[config.mk]
export PLATFORM = sky130hd
export DESIGN_NAME = cpu_controller
export DESIGN_NICKNAME = d
export VERILOG_FILES = /design/src/rtl/cpu_pkg.sv /design/src/rtl/cpu_controller_cond_eval.sv /design/src/rtl/cpu_controller.sv
export SDC_FILE = /design/constraint.sdc
export NUM_CORES = 1
export LEC_CHECK = 0
export ABC_AREA = 1
export ABC_CLOCK_PERIOD_IN_PS = 1400
export BUFFER_PORTS_ARGS = -buffer_cell sky130_fd_sc_hd__buf_4
export CELL_PAD_IN_SITES_DETAIL_PLACEMENT = 1
export CELL_PAD_IN_SITES_GLOBAL_PLACEMENT = 1
export CORE_ASPECT_RATIO = 1.4
export CORE_MARGIN = 2
export CORE_UTILIZATION = 25
export CTS_CLUSTER_DIAMETER = 80
export DETAILED_ROUTE_END_ITERATION = 7
export PLACE_DENSITY = 0.75
export SYNTH_ARGS = -nofsm -noshare
export SYNTH_HDL_FRONTEND = slang
export SYNTH_SLANG_ARGS = --single-unit
export TNS_END_PERCENT = 1
[constraint.sdc]
create_clock -name clk -period 1.4 [get_ports clk]
set_clock_uncertainty 0.15 [all_clocks]
set_input_delay 0.28 -clock clk [delete_from_list [all_inputs] [get_ports clk]]
set_output_delay 0.28 -clock clk [all_outputs]
set_load 0.01 [all_outputs]
[src/rtl/cpu_pkg.sv]
// Shared encodings for the 16-bit CPU: controller states, opcode/opext fields,
// branch condition codes and the pc_src / wb_sel mux encodings.
package cpu_pkg;

  typedef enum logic [3:0] {
    S_FETCH  = 4'd0,
    S_LATCH  = 4'd1,
    S_DECODE = 4'd2,
    S_EXEC   = 4'd3,
    S_MEMRD  = 4'd4,
    S_LDWB   = 4'd5,
    S_MEMWR  = 4'd6,
    S_BRANCH = 4'd7,
    S_JUMP   = 4'd8
  } state_t;

  localparam logic [3:0] OP_RTYPE = 4'b0000;
  localparam logic [3:0] OP_ANDI  = 4'b0001;
  localparam logic [3:0] OP_ORI   = 4'b0010;
  localparam logic [3:0] OP_XORI  = 4'b0011;
  localparam logic [3:0] OP_MISC  = 4'b0100;
  localparam logic [3:0] OP_ADDI  = 4'b0101;
  localparam logic [3:0] OP_ADDUI = 4'b0110;
  localparam logic [3:0] OP_SHIFT = 4'b1000;
  localparam logic [3:0] OP_SUBI  = 4'b1001;
  localparam logic [3:0] OP_CMPI  = 4'b1011;
  localparam logic [3:0] OP_BCOND = 4'b1100;
  localparam logic [3:0] OP_MOVI  = 4'b1101;
  localparam logic [3:0] OP_LUI   = 4'b1111;

  localparam logic [3:0] EXT_LOAD  = 4'b0000;
  localparam logic [3:0] EXT_STOR  = 4'b0100;
  localparam logic [3:0] EXT_JAL   = 4'b1000;
  localparam logic [3:0] EXT_CMP   = 4'b1011;
  localparam logic [3:0] EXT_JCOND = 4'b1100;

  localparam logic [3:0] CC_EQ = 4'b0000;
  localparam logic [3:0] CC_NE = 4'b0001;
  localparam logic [3:0] CC_CS = 4'b0010;
  localparam logic [3:0] CC_CC = 4'b0011;
  localparam logic [3:0] CC_HI = 4'b0100;
  localparam logic [3:0] CC_LS = 4'b0101;
  localparam logic [3:0] CC_GT = 4'b0110;
  localparam logic [3:0] CC_LE = 4'b0111;
  localparam logic [3:0] CC_FS = 4'b1000;
  localparam logic [3:0] CC_FC = 4'b1001;
  localparam logic [3:0] CC_LO = 4'b1010;
  localparam logic [3:0] CC_HS = 4'b1011;
  localparam logic [3:0] CC_LT = 4'b1100;
  localparam logic [3:0] CC_GE = 4'b1101;
  localparam logic [3:0] CC_UC = 4'b1110;

  localparam logic [1:0] PC_INC  = 2'b00;
  localparam logic [1:0] PC_DISP = 2'b01;
  localparam logic [1:0] PC_REG  = 2'b10;

  localparam logic [1:0] WB_ALU = 2'b00;
  localparam logic [1:0] WB_MEM = 2'b01;
  localparam logic [1:0] WB_PC  = 2'b10;

  function automatic logic is_itype(input logic [3:0] op);
    case (op)
      OP_ADDI, OP_SUBI, OP_ANDI, OP_XORI, OP_ORI,
      OP_CMPI, OP_MOVI, OP_ADDUI, OP_LUI: return 1'b1;
      default:                            return 1'b0;
    endcase
  endfunction

  function automatic logic imm_signed(input logic [3:0] op);
    return (op == OP_ADDI) || (op == OP_SUBI) || (op == OP_CMPI) || (op == OP_MOVI);
  endfunction

endpackage

[src/rtl/cpu_controller_cond_eval.sv]
// Branch/jump condition evaluator: combinational, cond[3:0] against flags {C,L,F,Z,N}.
module cond_eval
  import cpu_pkg::*;
(
  input  logic [3:0] cond,
  input  logic [4:0] flags,
  output logic       taken
);

  logic c, l, f, z, n;
  assign {c, l, f, z, n} = flags;

  always_comb begin
    taken = 1'b0;
    case (cond)
      CC_EQ:   taken = z;
      CC_NE:   taken = !z;
      CC_CS:   taken = c;
      CC_CC:   taken = !c;
      CC_HI:   taken = l;
      CC_LS:   taken = !l;
      CC_GT:   taken = n;
      CC_LE:   taken = !n;
      CC_FS:   taken = f;
      CC_FC:   taken = !f;
      CC_LO:   taken = !l && !z;
      CC_HS:   taken = l || z;
      CC_LT:   taken = !n && !z;
      CC_GE:   taken = n || z;
      CC_UC:   taken = 1'b1;
      default: taken = 1'b0;
    endcase
  end

endmodule

[src/rtl/cpu_controller.sv]
// Multicycle control FSM for the 16-bit CPU (fetch/decode/execute/memory/writeback).
// Define CTRL_MEM_WAIT_EN to add the mem_ready port and stall memory states on it.
module cpu_controller
  import cpu_pkg::*;
(
  input  logic        clk,
  input  logic        reset,
  input  logic [15:0] instr,
  input  logic [4:0]  flags,
`ifdef CTRL_MEM_WAIT_EN
  input  logic        mem_ready,
`endif
  output logic        pc_en,
  output logic [1:0]  pc_src,
  output logic        ir_write,
  output logic        adr_sel,
  output logic        mem_write,
  output logic        mem_req,
  output logic        reg_write,
  output logic [1:0]  wb_sel,
  output logic        alu_src_b,
  output logic        imm_sign,
  output logic        flag_write
);

  state_t state, next_state;
  logic   taken, mem_ok, is_cmp, unused_bits;

  wire [3:0] opcode = instr[15:12];
  wire [3:0] cond   = instr[11:8];
  wire [3:0] opext  = instr[7:4];
  assign unused_bits = ^instr[3:0];

`ifdef CTRL_MEM_WAIT_EN
  assign mem_ok = mem_ready;
`else
  assign mem_ok = 1'b1;
`endif

  assign is_cmp = ((opcode == OP_RTYPE) && (opext == EXT_CMP)) || (opcode == OP_CMPI);

  cond_eval u_cond_eval (
    .cond  (cond),
    .flags (flags),
    .taken (taken)
  );

  always_ff @(posedge clk or posedge reset) begin
    if (reset) state <= S_FETCH;
    else       state <= next_state;
  end

  always_comb begin
    next_state = state;
    pc_en      = 1'b0;
    pc_src     = PC_INC;
    ir_write   = 1'b0;
    adr_sel    = 1'b0;
    mem_write  = 1'b0;
    mem_req    = 1'b0;
    reg_write  = 1'b0;
    wb_sel     = WB_ALU;
    alu_src_b  = 1'b0;
    imm_sign   = 1'b0;
    flag_write = 1'b0;

    case (state)
      S_FETCH: begin
        mem_req = 1'b1;
        if (mem_ok) next_state = S_LATCH;
      end
      S_LATCH: begin
        ir_write   = 1'b1;
        pc_en      = 1'b1;
        next_state = S_DECODE;
      end
      S_DECODE: begin
        case (opcode)
          OP_RTYPE, OP_SHIFT, OP_ADDI, OP_SUBI, OP_ANDI, OP_XORI,
          OP_ORI, OP_CMPI, OP_MOVI, OP_ADDUI, OP_LUI:
            next_state = S_EXEC;
          OP_MISC: begin
            case (opext)
              EXT_LOAD:           next_state = S_MEMRD;
              EXT_STOR:           next_state = S_MEMWR;
              EXT_JAL, EXT_JCOND: next_state = S_JUMP;
              default:            next_state = S_FETCH;
            endcase
          end
          OP_BCOND: next_state = S_BRANCH;
          default:  next_state = S_FETCH;
        endcase
      end
      S_EXEC: begin
        reg_write  = !is_cmp;
        flag_write = 1'b1;
        alu_src_b  = is_itype(opcode);
        imm_sign   = imm_signed(opcode);
        next_state = S_FETCH;
      end
      S_MEMRD: begin
        adr_sel = 1'b1;
        mem_req = 1'b1;
        if (mem_ok) next_state = S_LDWB;
      end
      S_LDWB: begin
        reg_write  = 1'b1;
        wb_sel     = WB_MEM;
        next_state = S_FETCH;
      end
      S_MEMWR: begin
        adr_sel   = 1'b1;
        mem_req   = 1'b1;
        mem_write = 1'b1;
        if (mem_ok) next_state = S_FETCH;
      end
      S_BRANCH: begin
        pc_src     = PC_DISP;
        pc_en      = taken;
        next_state = S_FETCH;
      end
      S_JUMP: begin
        pc_src = PC_REG;
        if (opext == EXT_JAL) begin
          pc_en     = 1'b1;
          reg_write = 1'b1;
          wb_sel    = WB_PC;
        end else begin
          pc_en = taken;
        end
        next_state = S_FETCH;
      end
      default: next_state = S_FETCH;
    endcase

    // Outputs are killed combinationally so no write can escape while reset is high.
    if (reset) begin
      {pc_en, pc_src, ir_write, adr_sel, mem_write, mem_req,
       reg_write, wb_sel, alu_src_b, imm_sign, flag_write} = '0;
    end
  end

endmodule
==> flow_summary.yaml <==
synthesis:
  syn-num-nets: 160
  ys_seq_elements: 4
  syn_avg_cell_area_sq_um: 5.28
  synthesis.area_sq_um: 702
  synth_warnings: 0
  syn_inst: 133
  yosysSeqAreaShare_pct: 14.3
  synth_cell_types: 20
die:
  die_y_um: 66.7
  die_x_um: 48.8
  start_util_pct: 26.6
  core_area_sq_um: 2640
  rows: 22
  io_pins: 36
  dieArea_sq_um: 3250
sta:
  setup_viol: 17
  timing.final.ws_setup_ns: -0.503
  finalHoldViolCount: 0
  post-route-period-util_pct: 136
  min_period_ns: 1.90
  rsz0062_at_grt: "true"
  max_freq_mhz: 526
  worst_slew_pin_slew_ns: 0.341
  slew_violations: 0
  max_slew_margin_pct: 77.1
clock_network:
  htree_levels: 1
  cts_buffer_depth: 2
  cts_sinks: 4
  clk_pin_slew_ns: 0.04
  clk_latency_ns: 0.24
  cts_tree: "yes"
  cts_setup_buffers: 0
  cts_buffers: 3
  cts-root-buf: "clkbuf_4"
setup_path:
  max_stage_delay_ns: 0.41
  cp_data_arrival_time_ns: 1.47
  path_max_fanout: 2
  cp.required_ns: 0.97
  crit_chain: "nor2_2 > inv_2 > nor2_4 > nand3_1 > a31oi_2 > buf_4"
  crit_path_top_delay_cell: "dfrtp_1"
  r2r-start: "state[2]"
  crit_path_end_kind: "output port"
  cp_num_buf_inv: 2
  r2r_cells: 7
  r2r_end: "state[1]"
  r2r_slack_ns: -0.09
  cp.depth: 6
  crit_family: "flip-flops"
  critical_path_class: "flop to output port"
  critPathLaunchType: "flop"
global_routing:
  first_global_vias: 1306
  grt_overflow_total: 0
  grt_usage_pct: 21.7
  grt_pass1_wl_um: 5460
  grt_max_degree: 7
  grt_antenna_before_repair: 0
detailed_routing:
  via_per_inst: 4.89
  drt_first_pass_iters: 4
  ant_nets: 0
  drt_wl_total_um: 3390
  drt-met1-wl_um: 1130
  first_iter_violations: 21
  via_count: 1173
  drc: 0
  dr_wl_met3_um: 171
  wl_met2_um: 2010
  top_layer: "met4"
  routedWlPerCell_um: 14.1
layout:
  regMostFlops: "state"
  drive_above_1_share_pct: 48.5
  reg.largest.list: "state: 4 flops"
  largest_register_ffs: 4
  layout_common_cells: "64 x buf_4, 30 x nand2_1, 24 x inv_1"
  post-route-util_pct: 53.1
  n_antenna_cell: 0
  final_common_cell: "buf_4"
  nNetsFinal: 233
  syn2layout_area_growth_pct: 99.8
power_and_ir_drop:
  ir_drop_mv: 0.702
  p_leak_nw: 0.803
  power_mw: 1.19
  powerDensity_nw_per_um2: 851
place:
  gp_congestion: 0.773
  port_buffers: 31
  hpwl_um: 2770
outcome:
  violations: "setup timing"
  status: "complete, but fails checks"
worst_hold_path:
  hold_path.class: "input pin to asynchronous set/reset pin"
job:
  cap_violations: 0
## logic make-up (layout without fill, tap and decap cells)
family / count (synthesis) / count (layout) / synth area share [%]
AO/OA/AOI/OAI: 12 / 12 / 11.4
adder cells (fa/ha/maj): 4 / 4 / 7.13
buffers and inverters: 29 / 100 / 15.5
flip-flops: 4 / 4 / 14.3
AND/OR/NAND/NOR: 84 / 84 / 51.7
## Yosys cell counts, drive strengths merged
| library cell | instances | area [sq um] |
|---|---|---|
| nand2 | 34 | 130 |
| inv | 29 | 109 |
| nor2 | 21 | 81.3 |
| nand3 | 20 | 100 |
| nor3 | 5 | 25.0 |
| dfrtp | 4 | 100 |
| ha | 4 | 50.1 |
| a21oi | 3 | 15.0 |
| o21ai | 3 | 15.0 |
| a31oi | 2 | 12.5 |
| nand4 | 2 | 12.5 |
| a2111oi | 1 | 15.0 |
| a31o | 1 | 8.76 |
| nand3b | 1 | 7.51 |
| o22ai | 1 | 6.26 |
| o31ai | 1 | 7.51 |
| or2 | 1 | 6.26 |
## cell type report
type                       instances  area [sq um]
tap                               36          45.0
inverter                          29           109
timing repair buffer              68           526
clock buffer                       3          22.5
multi-input combinational        100           601
sequential                         4           100
fill                             382          1240
## timing repair
| item | in CTS | in global routing |
|---|---|---|
| hold buffers | 0 | 0 |
| gates resized for setup | 23 | 7 |
| pin swaps | 4 | 1 |
| endpoints found under the setup margin | 17 | 17 |
## where the power goes
part,internal [mW],leakage (nW),switching (mW)
sequential,0.148,0.0522,0.0421
clock,0.0958,0.0138,0.0471
combinational,0.425,0.737,0.435
## metrics by stage
stage / setup WS [ns] / hold WS, ns / instance area [sq um] / std cells / TNS, ns
after floorplan: -0.146 / -0.0789 / 733 / 133 / -0.570
after global placement: -0.309 / 0.167 / 1290 / 237 / -2.70
after detailed placement: -0.349 / 0.180 / 1290 / 237 / -3.50
after CTS: -0.499 / 0.00639 / 1380 / 240 / -4.61
after global routing: -0.551 / 0.0689 / 1400 / 240 / -5.73
final: -0.503 / 0.0492 / 1400 / 240 / -4.94
## worst min-delay path, stage by stage
cell and delay [ns]:
buf_4 0.12, inv_1 0.18, buf_4 0.19
## worst max-delay path by stage
stage	start	endpoint	slack, ns
2_1_floorplan	state[0]	pc_en	-0.15
3_3_place_gp	instr[10]	pc_en	-0.31
3_5_place_dp	instr[13]	reg_write	-0.35
4_1_cts	state[1]	pc_en	-0.50
5_1_grt	state[0]	pc_en	-0.55
6_report	state[2]	reg_write	-0.50
## layer usage
| layer | track usage [%] | vias to the layer above |
|---|---|---|
| met5 | 0 | - |
| li1 | - | 565 |
| met4 | 5.71 | 0 |
| met3 | 3.36 | 8 |
| met1 | 18.6 | 558 |
| met2 | 49.1 | 42 |
No activity file was read; power rests on OpenSTA's default activity.
